## src/rtl/stage4_types_pkg.sv

```systemverilog
// Shared types for the 4-stage pipeline front end.
// Holds the fetch-queue entry record and the NOP word shown when the queue is empty.
package stage4_types_pkg;

    typedef logic [31:0] word_t;

    typedef struct packed {
        word_t instr;
        word_t pc;
        logic  fault;
        logic  mal;
    } fq_entry_t;

    // addi x0,x0,0
    localparam word_t FQ_NOP = 32'h0000_0013;

endpackage

```

## src/rtl/stage4_fetch_queue_if.sv

```systemverilog
// Fetch-queue bundle: fetch enqueue side, hazard controls and the head-of-queue view.
// The queue itself uses the slave modport; fetch/hazard logic uses master.
interface stage4_fetch_queue_if #(
    parameter int unsigned DEPTH = 4
);
    import stage4_types_pkg::*;

    logic                   enq_valid;
    word_t                  enq_instr;
    word_t                  enq_pc;
    logic                   enq_fault;
    logic                   enq_mal;
    logic                   stall_queue;
    logic                   flush_queue;
    logic                   is_queue_full;
    logic                   deq_valid;
    word_t                  deq_instr;
    word_t                  deq_pc;
    logic                   deq_fault;
    logic                   deq_mal;
    logic                   valid_decode;
    word_t                  pc_decode;
    logic [$clog2(DEPTH):0] count;

    modport master (
        output enq_valid, enq_instr, enq_pc, enq_fault, enq_mal, stall_queue, flush_queue,
        input  is_queue_full, deq_valid, deq_instr, deq_pc, deq_fault, deq_mal,
        input  valid_decode, pc_decode, count
    );

    modport slave (
        input  enq_valid, enq_instr, enq_pc, enq_fault, enq_mal, stall_queue, flush_queue,
        output is_queue_full, deq_valid, deq_instr, deq_pc, deq_fault, deq_mal,
        output valid_decode, pc_decode, count
    );

endinterface

```

## src/rtl/stage4_fetch_queue.sv

```systemverilog
// First-word-fall-through instruction queue between fetch and decode.
// Head entry is presented combinationally; flush beats everything, a full queue drops enqueues.
module stage4_fetch_queue
    import stage4_types_pkg::*;
#(
    parameter int unsigned DEPTH    = 4,
    parameter word_t       NOP_INSN = FQ_NOP
) (
    input logic                 clk,
    input logic                 rst,
    stage4_fetch_queue_if.slave fq
);

    localparam int unsigned PtrW = $clog2(DEPTH);
    localparam int unsigned CntW = PtrW + 1;

    fq_entry_t             mem_q [DEPTH];
    fq_entry_t             mem_d [DEPTH];
    logic [DEPTH-1:0]      valid_q, valid_d;
    logic [PtrW-1:0]       head_q, head_d;
    logic [PtrW-1:0]       tail_q, tail_d;
    logic [CntW-1:0]       count_q, count_d;

    logic      full;
    logic      not_empty;
    logic      enq_fire;
    logic      deq_fire;
    fq_entry_t head_entry;

    always_comb begin
        full      = (count_q == CntW'(DEPTH));
        not_empty = (count_q != '0);
        // Full test uses this cycle's count: no bypass even if the head leaves now.
        enq_fire  = fq.enq_valid && !full && !fq.flush_queue;
        deq_fire  = not_empty && !fq.stall_queue && !fq.flush_queue;

        mem_d   = mem_q;
        valid_d = valid_q;
        head_d  = head_q;
        tail_d  = tail_q;
        count_d = count_q;

        if (fq.flush_queue) begin
            valid_d = '0;
            head_d  = '0;
            tail_d  = '0;
            count_d = '0;
        end else begin
            if (enq_fire) begin
                mem_d[tail_q]   = '{instr: fq.enq_instr, pc: fq.enq_pc,
                                    fault: fq.enq_fault, mal: fq.enq_mal};
                valid_d[tail_q] = 1'b1;
                tail_d          = tail_q + PtrW'(1);
            end
            if (deq_fire) begin
                valid_d[head_q] = 1'b0;
                head_d          = head_q + PtrW'(1);
            end
            count_d = count_q + CntW'(enq_fire) - CntW'(deq_fire);
        end
    end

    always_ff @(posedge clk or posedge rst) begin
        if (rst) begin
            for (int i = 0; i < int'(DEPTH); i++) begin
                mem_q[i] <= '0;
            end
            valid_q <= '0;
            head_q  <= '0;
            tail_q  <= '0;
            count_q <= '0;
        end else begin
            mem_q   <= mem_d;
            valid_q <= valid_d;
            head_q  <= head_d;
            tail_q  <= tail_d;
            count_q <= count_d;
        end
    end

    always_comb begin
        head_entry = mem_q[head_q];
        if (!not_empty) begin
            head_entry = '{instr: NOP_INSN, pc: '0, fault: 1'b0, mal: 1'b0};
        end
    end

    assign fq.is_queue_full = full;
    assign fq.deq_valid     = not_empty;
    assign fq.deq_instr     = head_entry.instr;
    assign fq.deq_pc        = head_entry.pc;
    assign fq.deq_fault     = head_entry.fault;
    assign fq.deq_mal       = head_entry.mal;
    assign fq.valid_decode  = not_empty;
    assign fq.pc_decode     = head_entry.pc;
    assign fq.count         = count_q;

    a_count_bound: assert property (@(posedge clk) disable iff (rst) count_q <= CntW'(DEPTH));
    a_no_deq_empty: assert property (@(posedge clk) disable iff (rst) !(deq_fire && !not_empty));
    a_head_valid: assert property (@(posedge clk) disable iff (rst) valid_q[head_q] == not_empty);

endmodule

```

## src/flat_wrapper.sv

```systemverilog
// flat-port wrapper written by rule: the top's interface ports become plain ports
module stage4_fetch_queue_flat import stage4_types_pkg::*;
#(
    parameter int unsigned DEPTH    = 4,
    parameter word_t       NOP_INSN = FQ_NOP
)
  (clk, rst, fq_enq_valid, fq_enq_instr, fq_enq_pc, fq_enq_fault, fq_enq_mal, fq_stall_queue, fq_flush_queue, fq_is_queue_full, fq_deq_valid, fq_deq_instr, fq_deq_pc, fq_deq_fault, fq_deq_mal, fq_valid_decode, fq_pc_decode, fq_count);
  stage4_fetch_queue_if #(.DEPTH(DEPTH)) fq_i ();
  input logic clk;
  input logic rst;
  input wire logic [$bits(fq_i.enq_valid)-1:0] fq_enq_valid;
  input wire logic [$bits(fq_i.enq_instr)-1:0] fq_enq_instr;
  input wire logic [$bits(fq_i.enq_pc)-1:0] fq_enq_pc;
  input wire logic [$bits(fq_i.enq_fault)-1:0] fq_enq_fault;
  input wire logic [$bits(fq_i.enq_mal)-1:0] fq_enq_mal;
  input wire logic [$bits(fq_i.stall_queue)-1:0] fq_stall_queue;
  input wire logic [$bits(fq_i.flush_queue)-1:0] fq_flush_queue;
  output wire logic [$bits(fq_i.is_queue_full)-1:0] fq_is_queue_full;
  output wire logic [$bits(fq_i.deq_valid)-1:0] fq_deq_valid;
  output wire logic [$bits(fq_i.deq_instr)-1:0] fq_deq_instr;
  output wire logic [$bits(fq_i.deq_pc)-1:0] fq_deq_pc;
  output wire logic [$bits(fq_i.deq_fault)-1:0] fq_deq_fault;
  output wire logic [$bits(fq_i.deq_mal)-1:0] fq_deq_mal;
  output wire logic [$bits(fq_i.valid_decode)-1:0] fq_valid_decode;
  output wire logic [$bits(fq_i.pc_decode)-1:0] fq_pc_decode;
  output wire logic [$bits(fq_i.count)-1:0] fq_count;
  assign fq_i.enq_valid = fq_enq_valid;
  assign fq_i.enq_instr = fq_enq_instr;
  assign fq_i.enq_pc = fq_enq_pc;
  assign fq_i.enq_fault = fq_enq_fault;
  assign fq_i.enq_mal = fq_enq_mal;
  assign fq_i.stall_queue = fq_stall_queue;
  assign fq_i.flush_queue = fq_flush_queue;
  assign fq_is_queue_full = fq_i.is_queue_full;
  assign fq_deq_valid = fq_i.deq_valid;
  assign fq_deq_instr = fq_i.deq_instr;
  assign fq_deq_pc = fq_i.deq_pc;
  assign fq_deq_fault = fq_i.deq_fault;
  assign fq_deq_mal = fq_i.deq_mal;
  assign fq_valid_decode = fq_i.valid_decode;
  assign fq_pc_decode = fq_i.pc_decode;
  assign fq_count = fq_i.count;
  stage4_fetch_queue #(.DEPTH(DEPTH), .NOP_INSN(NOP_INSN)) u_core (.clk(clk), .rst(rst), .fq(fq_i));
endmodule
```

## config.mk

```make
export PLATFORM = sky130hd
export DESIGN_NAME = stage4_fetch_queue_flat
export DESIGN_NICKNAME = d
export VERILOG_FILES = /design/src/rtl/stage4_types_pkg.sv /design/src/rtl/stage4_fetch_queue_if.sv /design/src/rtl/stage4_fetch_queue.sv /design/src/flat_wrapper.sv
export SDC_FILE = /design/constraint.sdc
export NUM_CORES = 1
export LEC_CHECK = 0
export BUFFER_PORTS_ARGS = -buffer_cell sky130_fd_sc_hd__buf_2
export CORE_MARGIN = 2
export CORE_UTILIZATION = 45
export CTS_BUF_LIST = sky130_fd_sc_hd__clkbuf_8
export DETAILED_ROUTE_END_ITERATION = 8
export GPL_TIMING_DRIVEN = 0
export PLACE_DENSITY = 0.73
export SLEW_MARGIN = 10
export SYNTH_ARGS = -nofsm -noshare
export SYNTH_HDL_FRONTEND = slang
export SYNTH_SLANG_ARGS = --single-unit
```

## constraint.sdc

```tcl
create_clock -name clk -period 19.6 [get_ports clk]
set_input_delay 1.96 -clock clk [delete_from_list [all_inputs] [get_ports clk]]
set_output_delay 1.96 -clock clk [all_outputs]
set_load 0.02 [all_outputs]
```

==> metrics.csv, run 1 <==
stage,metric,value,unit
run_status,status,"complete, no violations",
drt,met3 wire len,1.26,mm
timing,setup ws final,14390,ps
critical_path,critical path arrival,3250,ps
yosys,post-synthesis sequential area ratio,50.8,%
global_route,initial antenna violation count,5,
timing,fmax,192,MHz
global_route,vias in the first global route,7992,
placed_design,Post-DP HPWL,18.6,mm
yosys,Synth cell types,27,
cts,H-tree levels,2,
finish,Area Growth Syn to Fin,17.9,%
yosys,post-synthesis average cell area,16.8,um^2
yosys,Synth top cells by count,"271 x dfrtp_1, 160 x mux2_4, 104 x mux2_2, 66 x and2_1, 66 x mux4_2",
critical_path,slack of the worst reg-to-reg path,16750,ps
yosys,"Async S/R FF share, synth",100,%
floorplan,Initial Utilization,45.4,%
critical_path,reg2reg path depth,10,
placed_design,number of port buffers,174,
cts,Hold Buf Count CTS,0,
power_and_ir_drop,power share of the clock group,19.7,%
placed_design,gpl congestion,0.729,
critical_path,"Largest stage delay, worst path",840,ps
timing,Pins Over Slew Limit,0,
yosys,Mapped Cells,796,
critical_path,CP bufs+invs,4,
power_and_ir_drop,Combinational Power Share,43.0,%
yosys,Post-synth EDFFs,0,
global_route,GRT overflow,0,
global_route,gr usage total,18.5,%
critical_path,Reg-to-Reg Start,u_core.fq.count[1],
drt,routed len/inst,19.1,um
yosys,top-count cell post-synth,dfrtp_1,
floorplan,Die Y,176,um
cts,Clock Path Buffers,3,
placed_design,dpl ws,14960,ps
global_route,largest net degree at the start of global routing,76,
worst_hold_path,Hold Path Origin,u_core.mem_q[161],
timing,final critical-path share of the clock period,26.6,%
critical_path,"Slowest-stage cell, CP",nor3_1,
worst_hold_path,worst hold path type,flip-flop to flip-flop,
power_and_ir_drop,Peak VDD IR,0.0000542,V
power_and_ir_drop,Sw Ratio,32.9,%
cts,TritonCTS clock tree,yes,
drt,Met2 Wirelength,13.1,mm
finish,# nets final,1099,
drt,Starting DRT DRC Count,383,
finish,layout cells sized above 1,62.1,%
drt,1st-pass router iterations,4,
cts,Clock Latency Late Sink,560,ps
worst_hold_path,Hold Crit Endpoint,u_core.mem_q[161],
timing,setup tns final,0,ps
critical_path,CP max FO,10,
timing,worst rel slew slack,32.3,%
yosys,"Cell Area, Synth",13300,um^2
critical_path,Worst EP required,17640,ps
drt,met1 wire length,12.8,mm
timing,slew of the pin with the lowest slew margin,1010,ps
timing,Final setup viols,0,
critical_path,cell family contributing the most delay on the critical path,buffers and inverters,
finish,Register Area,6780,um^2
floorplan,Core Region,29400,um^2
power_and_ir_drop,Leakage Power,7.45,nW
floorplan,DIE WIDTH,176,um
timing,final hold vios,0,
cts,CTS sink cnt,271,
power_and_ir_drop,share of total power in sequential cells,37.3,%
cts,Post-CTS Resized,0,
cts,# Post-CTS Setup Buffers,0,
finish,area of the multi-input gates,5760,um^2
timing,min cycle time layout,5210,ps
critical_path,RR Endpoint,u_core.fq.count[2],
drt,final WL,27.7,mm
worst_hold_path,hold path depth,1,
yosys,syn_nets,874,
power_and_ir_drop,internal power,1.69,mW
power_and_ir_drop,Power Total,2.52,mW
power_and_ir_drop,power per cell area,160,nW/um^2
timing,unrepaired setup endpoints after global routing,false,
floorplan,I/O pins,175,
yosys,synth top area cells,"dfrtp_1 51%, mux2_4 18%, mux4_2 11%, mux2_2 8.8%, and2_1 3.1%",
global_route,first-pass GRT wire length,44.6,mm
floorplan,Die ar.,31000,um^2
cts,CTS buffer count,46,
drt,Vias,7332,
critical_path,worst-path cell chain,nor3_1 -> inv_1 -> clkbuf_1 -> and2_1 -> buf_4 -> buf_2,
yosys,"flops & latches, synth",271,
yosys,"area leader, netlist",dfrtp_1,
critical_path,CP Capture Type,output port,
yosys,"Primary FF master, synth",dfrtp_1,
cts,CTS root buffer,clkbuf_8,
yosys,area share of the largest cell type after synthesis,50.8,%
finish,FILL cells,2422,
floorplan,Row Count,63,
critical_path,crit path kind,flip-flop to output port,
drt,Final ANT Viol Nets,0,
drt,Vias/cell,5.04,
critical_path,Worst setup SP type,flip-flop,
power_and_ir_drop,switching power,0.830,mW
flow_run,max_cap viols,0,
timing,Final Skew,23.8,ps
drt,Top Metal Used,met4,
cts,clock slew seen by the registers of the worst setup and hold paths,60,ps
yosys,YS warnings,0,
drt,DRC Markers,0,
## worst max-delay path by stage
stage	slack [ps]	end	startpoint	depth (start not counted)
final	14390	fq_pc_decode[24]	u_core.fq.count[1]	6
after global placement	7100	u_core.mem_q[107]	rst	2
after floorplan	10170	u_core.fq.count[0]	rst	1
after global routing	14030	fq_pc_decode[29]	u_core.fq.count[1]	6
after CTS	14350	fq_pc_decode[29]	u_core.fq.count[1]	6
after detailed placement	14960	fq_pc_decode[29]	u_core.fq.count[1]	6
## power by group through the flow
stage / combinational, mW / clock (mW) / sequential [mW]
after floorplan: 0.847 / 0 / 0.905
after global placement: 1.08 / 0 / 0.937
after detailed placement: 1.10 / 0 / 0.944
after CTS: 1.10 / 0.514 / 0.940
after global routing: 1.17 / 0.538 / 0.971
final: 1.08 / 0.498 / 0.941
## kinds of logic after synthesis
logic type / after synthesis / synth area share (%)
muxes: 330 / 37.9
DFF: 271 / 50.8
AOI/OAI and AO/OA: 6 / 0.244
and+or+nand+nor: 88 / 4.22
adders and majority gates: 7 / 0.713
xor gates and xnor gates: 1 / 0.0657
buffers and inverters: 93 / 5.98
## cell type report
type,count,share of cell area (%)
flip-flops and latches,271,43.1
clock inverters,26,0.732
repair buffers,177,6.06
clock buffers,59,5.16
multi-input cells,432,36.6
diodes,6,0.0955
plain buffers,85,4.88
well taps,390,3.10
inverters,8,0.239
## sequential cells by signal, summed over array words and instances, names as in the netlist
signal / flops
u_core.head_q: 2
u_core.fq.count: 3
u_core.tail_q: 2
u_core.mem_q: 264
## per-layer routing
metal	up-vias	track usage, %
met3	47	3.90
met4	0	5.75
met5	-	0
met1	3824	26.2
met2	144	28.6
li1	3317	-
## layout by cell type (no fill, tap or decap)
| master | count |
|---|---|
| inv_8 | 1 |
| nor3_1 | 3 |
| o31ai_1 | 1 |
| or3b_1 | 1 |
| or2_2 | 3 |
| buf_6 | 5 |
| fa_1 | 1 |
| o21ai_0 | 3 |
| clkinvlp_4 | 2 |
| nand2b_1 | 2 |
| buf_12 | 16 |
| clkbuf_1 | 9 |
| nor2_1 | 3 |
| ha_1 | 6 |
| xor2_1 | 1 |
| nand4b_1 | 1 |
| buf_16 | 3 |
| nor2b_1 | 2 |
| clkbuf_8 | 59 |
| mux2_2 | 104 |
| or3_1 | 2 |
| inv_6 | 1 |
| and2_1 | 66 |
| dfrtp_1 | 271 |
| a21oi_1 | 2 |
| buf_2 | 196 |
| clkinv_2 | 4 |
| and3_4 | 4 |
| buf_4 | 33 |
| diode_2 | 6 |
| mux2_4 | 160 |
| mux4_2 | 66 |
| nand3_1 | 1 |
| inv_1 | 26 |
## per-stage QoR
stage	hold WS [ps]	utilization (%)	cell area, um^2	std cells
after floorplan	475	-	13300	796
after global placement	483	50.0	14700	1360
after detailed placement	489	50.3	14800	1363
after CTS	505	53.4	15700	1448
after global routing	514	53.5	15700	1450
final	502	53.5	15700	1454
No activity file was read; power rests on OpenSTA's default activity.
==> run 2: changes to the inputs <==
clock period = 5.08 ns   (was 19.6 ns; I/O delays follow)
==> metrics.csv, run 2 (same netlist as run 1, synthesis figures left out) <==
stage,metric,value,unit,change
placed_design,number of port buffers,174,,unchanged
cts,# Post-CTS Setup Buffers,0,,unchanged
drt,Vias,7435,,was 7332
power_and_ir_drop,power per cell area,623,nW/um^2,was 160 nW/um^2
floorplan,Die Y,176,um,unchanged
power_and_ir_drop,internal power,6.64,mW,was 1.69 mW
global_route,gr usage total,18.8,%,was 18.5%
timing,fmax,272,MHz,
critical_path,CP max FO,10,,unchanged
timing,min cycle time layout,3670,ps,
cts,TritonCTS clock tree,yes,,unchanged
drt,1st-pass router iterations,4,,unchanged
finish,"commonest non-fill, non-tap cell in the layout",dfrtp_1,,unchanged
timing,worst rel slew slack,36.4,%,was 32.3%
floorplan,DIE WIDTH,176,um,unchanged
timing,final hold vios,0,,unchanged
cts,Post-CTS Resized,0,,unchanged
finish,max FFs per register,264,,unchanged
timing,Final Skew,18.4,ps,was 23.8 ps
global_route,first-pass GRT wire length,45.5,mm,was 44.6 mm
worst_hold_path,worst hold path type,primary input to flip-flop,,was flip-flop to flip-flop
worst_hold_path,Hold Path Origin,fq_enq_fault,,was u_core.mem_q[161]
critical_path,CP bufs+invs,4,,unchanged
critical_path,critical path arrival,3160,ps,was 3250 ps
floorplan,Die ar.,31000,um^2,unchanged
placed_design,Placed Instances,1368,,was 1363
cts,CTS root buffer,clkbuf_8,,unchanged
timing,Final setup viols,0,,unchanged
floorplan,Row Count,63,,unchanged
cts,H-tree levels,2,,unchanged
floorplan,Initial Utilization,45.4,%,unchanged
finish,most flop-heavy register,u_core.mem_q,,unchanged
critical_path,"Slowest-stage cell, CP",nor3_1,,unchanged
drt,routed len/inst,19.5,um,was 19.1 um
finish,fin cells,1455,,was 1454
flow_run,max_cap viols,0,,unchanged
cts,Clock Path Buffers,3,,unchanged
floorplan,I/O pins,175,,unchanged
global_route,vias in the first global route,8095,,was 7992
critical_path,Worst setup SP type,flip-flop,,unchanged
finish,final core occ,53.9,%,was 53.5%
cts,CTS buffer count,45,,was 46
critical_path,Worst EP required,4570,ps,was 17640 ps
finish,final instance area,15800,um^2,was 15700 um^2
critical_path,crit path from,u_core.fq.count[1],,unchanged
floorplan,Core Region,29400,um^2,unchanged
power_and_ir_drop,Peak VDD IR,0.000220,V,was 0.0000542 V
critical_path,crit path kind,flip-flop to output port,,unchanged
critical_path,CP Capture Type,output port,,unchanged
drt,DRC Markers,0,,unchanged
finish,Area Growth Syn to Fin,18.8,%,was 17.9%
run_status,status,"complete, no violations",,unchanged
power_and_ir_drop,power share of the clock group,20.5,%,was 19.7%
global_route,largest net degree at the start of global routing,39,,was 76
drt,Final ANT Viol Nets,0,,unchanged
global_route,GRT overflow,0,,unchanged
placed_design,dpl ws,1940,ps,was 14960 ps
timing,final critical-path share of the clock period,72.3,%,
global_route,initial antenna violation count,4,,was 5
critical_path,cell family contributing the most delay on the critical path,buffers and inverters,,unchanged
power_and_ir_drop,Sw Ratio,32.6,%,was 32.9%
timing,unrepaired setup endpoints after global routing,false,,unchanged
critical_path,"Largest stage delay, worst path",800,ps,was 840 ps
timing,Pins Over Slew Limit,0,,unchanged
drt,Starting DRT DRC Count,409,,was 383
timing,slew of the pin with the lowest slew margin,946,ps,was 1010 ps
timing,setup ws final,1410,ps,was 14390 ps
power_and_ir_drop,switching power,3.22,mW,was 0.830 mW
cts,CTS sink cnt,271,,unchanged
finish,most frequent cells in the layout,"271 x dfrtp_1, 196 x buf_2, 160 x mux2_4, 104 x mux2_2",,unchanged
critical_path,worst-path cell chain,nor3_1 -> inv_1 -> clkbuf_1 -> and2_1 -> buf_4 -> buf_2,,unchanged
placed_design,Post-DP HPWL,19.1,mm,was 18.6 mm
power_and_ir_drop,share of total power in sequential cells,36.9,%,was 37.3%
timing,worst hold margin,229,ps,was 502 ps
placed_design,gpl congestion,0.724,,was 0.729
cts,clock slew seen by the registers of the worst setup and hold paths,60,ps,about the same
power_and_ir_drop,Combinational Power Share,42.5,%,was 43.0%
finish,# nets final,1104,,was 1099
cts,Clock Latency Late Sink,550,ps,was 560 ps
placed_design,placed cell area,14900,um^2,was 14800 um^2
drt,final WL,28.4,mm,was 27.7 mm
finish,layout cells sized above 1,62.8,%,was 62.1%
finish,FILL cells,2396,,was 2422
power_and_ir_drop,Leakage Power,7.48,nW,was 7.45 nW
critical_path,Reg-to-Reg Start,u_core.fq.count[1],,unchanged
drt,Vias/cell,5.11,,was 5.04
-- run 2: changes by cell type in the layout (fill, tap and decap cells not counted), moves of 3 or more --
| cell | delta |
|---|---|
| clkbuf_8 | -3 |
| buf_12 | +8 |
| clkinv_2 | +5 |
| inv_1 | -8 |
| bufinv_16 | +3 |
| buf_16 | -3 |
-- run 2: area by class of cell --
class	instances	area, um^2	area share [%]
well taps	390	488	3.08
inverters	8	33.8	0.213
diodes	6	15.0	0.0948
clock buffers	56	771	4.87
plain buffers	85	768	4.85
repair buffers	183	1040	6.57
flip-flops and latches	271	6780	42.8
multi-input cells	432	5760	36.4
clock inverters	24	184	1.16
-- run 2: through the flow --
stage	total power, mW	setup TNS (ps)
floorplan	6.76	0
global placement	7.77	-182580
detailed placement	7.90	0
CTS	9.99	0
global route	10.5	0
finish	9.86	0
-- run 2: power by group through the flow --
| stage | Clock [mW] | Combinational (mW) | Sequential, mW |
|---|---|---|---|
| global placement | 0 | 4.16 | 3.62 |
| floorplan | 0 | 3.27 | 3.49 |
| CTS | 2.09 | 4.26 | 3.64 |
| global route | 2.19 | 4.51 | 3.76 |
| detailed placement | 0 | 4.25 | 3.65 |
| finish | 2.03 | 4.20 | 3.64 |
-- run 2: worst reg2reg max path: cells and delay by family (launching register included) --
| kind | cells | cell delay (ps) |
|---|---|---|
| AND/OR/NAND/NOR | 4 | 1180 |
| buffers and inverters | 2 | 110 |
| flip-flops | 1 | 460 |
| adder cells (fa/ha/maj) | 3 | 830 |
| XOR/XNOR | 1 | 160 |
-- run 2: what timing repair did --
item | in CTS | in global routing
hold endpoints to repair | 11 | 0
setup endpoints to repair | 0 | 0
hold buffers | 1 | 0
-- run 2: final timing paths --
check / cells past startpoint / to / slack (ps)
max in group asynchronous: 6 / u_core.mem_q[46] / 3580
min in group asynchronous: 3 / u_core.mem_q[251] / 500
min reg2reg: 1 / u_core.mem_q[66] / 500
max reg2reg: 10 / u_core.fq.count[2] / 2250
max: 6 / fq_pc_decode[30] / 1410
min: 2 / u_core.mem_q[199] / 230
-- run 2: per-layer routing --
metal / wire length, um / up-vias / global-route usage (%) / share of wire (%)
li1: - / 3321 / - / -
met1: 13100 / 3932 / 26.4 / 46
met2: 13500 / 142 / 29.9 / 47
met3: 1310 / 40 / 3.90 / 4.6
met4: 522 / 0 / 4.86 / 1.8
met5: 0 / - / 0 / 0
==> run 3: changes to the inputs <==
clock period = 3.4 ns   (was 5.08 ns; I/O delays follow)
==> metrics.csv, run 3 (same netlist as run 1, synthesis figures left out) <==
stage,metric,value,unit,change
cts,CTS buffer count,45,,unchanged
cts,H-tree levels,2,,unchanged
drt,DRC Markers,0,,unchanged
cts,Clock Path Buffers,3,,unchanged
critical_path,reg2reg path depth,10,,unchanged
finish,most frequent cells in the layout,"271 x dfrtp_1, 196 x buf_2, 160 x mux2_4, 104 x mux2_2",,unchanged
power_and_ir_drop,Peak VDD IR,0.000329,V,was 0.000220 V
global_route,gr usage total,18.8,%,unchanged
placed_design,Placed Instances,1368,,unchanged
timing,final hold vios,0,,unchanged
placed_design,Post-DP HPWL,19.1,mm,unchanged
critical_path,RR Endpoint,u_core.fq.count[2],,unchanged
critical_path,crit path from,u_core.head_q[0],,was u_core.fq.count[1]
timing,Pins Over Slew Limit,0,,unchanged
placed_design,placed cell area,14900,um^2,unchanged
global_route,first-pass GRT wire length,45.5,mm,about the same
critical_path,crit path kind,flip-flop to output port,,unchanged
drt,Starting DRT DRC Count,442,,was 409
finish,fin cells,1455,,unchanged
floorplan,I/O pins,175,,unchanged
timing,Final setup viols,0,,unchanged
global_route,GRT overflow,0,,unchanged
floorplan,Die Y,176,um,unchanged
finish,# nets final,1104,,unchanged
drt,Vias,7438,,was 7435
critical_path,CP Capture Point,fq_pc_decode[27],,was fq_pc_decode[30]
finish,area of the multi-input gates,5770,um^2,was 5760 um^2
finish,Area Growth Syn to Fin,18.8,%,about the same
global_route,largest net degree at the start of global routing,39,,unchanged
finish,final core occ,53.9,%,about the same
power_and_ir_drop,power per cell area,930,nW/um^2,was 623 nW/um^2
finish,layout cells sized above 1,62.9,%,was 62.8%
placed_design,dpl ws,428,ps,was 1940 ps
critical_path,cell family contributing the most delay on the critical path,buffers and inverters,,unchanged
finish,FILL cells,2393,,was 2396
critical_path,CP bufs+invs,5,,was 4
timing,fmax,316,MHz,
critical_path,critical path arrival,2830,ps,was 3160 ps
timing,min cycle time layout,3170,ps,
cts,TritonCTS clock tree,yes,,unchanged
timing,final critical-path share of the clock period,93.1,%,
power_and_ir_drop,Leakage Power,7.48,nW,about the same
drt,Final ANT Viol Nets,0,,unchanged
global_route,initial antenna violation count,4,,unchanged
critical_path,worst-path cell chain,clkbuf_1 -> buf_2 -> buf_2 -> mux4_2 -> and2_1 -> buf_4 -> buf_2,,was nor3_1 -> inv_1 -> clkbuf_1 -> and2_1 -> buf_4 -> buf_2
drt,Vias/cell,5.11,,about the same
timing,setup ws final,234,ps,was 1410 ps
critical_path,"Largest stage delay, worst path",380,ps,was 800 ps
worst_hold_path,worst hold path type,primary input to flip-flop,,unchanged
timing,worst rel slew slack,67.0,%,was 36.4%
flow_run,max_cap viols,0,,unchanged
global_route,vias in the first global route,8107,,was 8095
timing,slew of the pin with the lowest slew margin,496,ps,was 946 ps
run_status,status,"complete, no violations",,unchanged
floorplan,Initial Utilization,45.4,%,unchanged
cts,CTS sink cnt,271,,unchanged
critical_path,Most common cell on crit path,buf_2,,
floorplan,DIE WIDTH,176,um,unchanged
critical_path,Reg-to-Reg Start,u_core.fq.count[1],,unchanged
finish,max FFs per register,264,,unchanged
cts,Clock Latency Late Sink,550,ps,about the same
finish,"commonest non-fill, non-tap cell in the layout",dfrtp_1,,unchanged
finish,final instance area,15900,um^2,was 15800 um^2
placed_design,gpl congestion,0.724,,unchanged
critical_path,Stages on worst setup path,7,,was 6
cts,CTS root buffer,clkbuf_8,,unchanged
floorplan,Row Count,63,,unchanged
finish,Register Area,6780,um^2,unchanged
timing,Final Skew,18.8,ps,was 18.4 ps
placed_design,number of port buffers,174,,unchanged
timing,unrepaired setup endpoints after global routing,false,,unchanged
critical_path,CP max FO,10,,unchanged
critical_path,slack of the worst reg-to-reg path,980,ps,was 2250 ps
critical_path,"Slowest-stage cell, CP",buf_2,,was nor3_1
drt,1st-pass router iterations,4,,unchanged
critical_path,CP Capture Type,output port,,unchanged
floorplan,Core Region,29400,um^2,unchanged
drt,final WL,28.4,mm,about the same
critical_path,Worst setup SP type,flip-flop,,unchanged
drt,routed len/inst,19.5,um,about the same
cts,clock slew seen by the registers of the worst setup and hold paths,60,ps,about the same
floorplan,Die ar.,31000,um^2,unchanged
critical_path,Worst EP required,3060,ps,was 4570 ps
finish,most flop-heavy register,u_core.mem_q,,unchanged
cts,# Post-CTS Setup Buffers,0,,unchanged
-- run 3: cell type report --
| cell class | count | share of cell area [%] |
|---|---|---|
| Multi-Input combinational cell | 432 | 36.4 |
| Inverter | 8 | 0.213 |
| Clock inverter | 24 | 1.16 |
| Clock buffer | 56 | 4.86 |
| Antenna cell | 6 | 0.0947 |
| Tap cell | 390 | 3.08 |
| Buffer | 85 | 4.85 |
| Timing Repair Buffer | 183 | 6.57 |
| Sequential cell | 271 | 42.8 |
-- run 3: worst register-to-register path, stage by stage, from the launching register on --
cell and delay (ps):
dfrtp_1 480, nor3_4 410, nor3_1 90, ha_1 280
inv_1 60, ha_1 130, inv_1 50, fa_1 400
xor2_1 160, and2_1 160, nor3_1 120
-- run 3: repair_timing --
action,in CTS,in global routing
resized for setup,1,1
hold buffers,1,0
endpoints found under the hold margin,11,0
setup endpoints to repair,71,1
-- run 3: worst min path at each step --
stage	from	to	slack, ps	cells past startpoint
2_1_floorplan	u_core.mem_q[131]	u_core.mem_q[131]	480	1
5_1_grt	fq_enq_fault	u_core.mem_q[199]	30	2
3_3_place_gp	u_core.mem_q[99]	u_core.mem_q[99]	480	1
3_5_place_dp	rst	u_core.mem_q[251]	360	2
6_report	fq_enq_fault	u_core.mem_q[199]	60	2
4_1_cts	fq_enq_fault	u_core.mem_q[133]	20	2
-- run 3: through the flow --
step | hold slack [ps] | setup TNS (ps) | power [mW]
after floorplan | 475 | -141310 | 10.1
after global placement | 483 | -592330 | 11.6
after detailed placement | 358 | 0 | 11.8
after CTS | 23.4 | 0 | 14.9
after global routing | 28.5 | 0 | 15.6
final | 61.5 | 0 | 14.7
-- run 3: where the power goes --
part,leakage (nW),internal (mW),switching (mW)
Clock,0.539,1.71,1.31
Combinational,3.53,3.55,2.73
Sequential,3.41,4.67,0.778
-- run 3: metal layers --
layer	up-vias	wire [um]	track usage (%)
met1	3934	13100	26.4
met3	40	1280	3.90
met4	0	521	4.86
met5	-	0	0
li1	3323	-	-
met2	141	13500	29.9
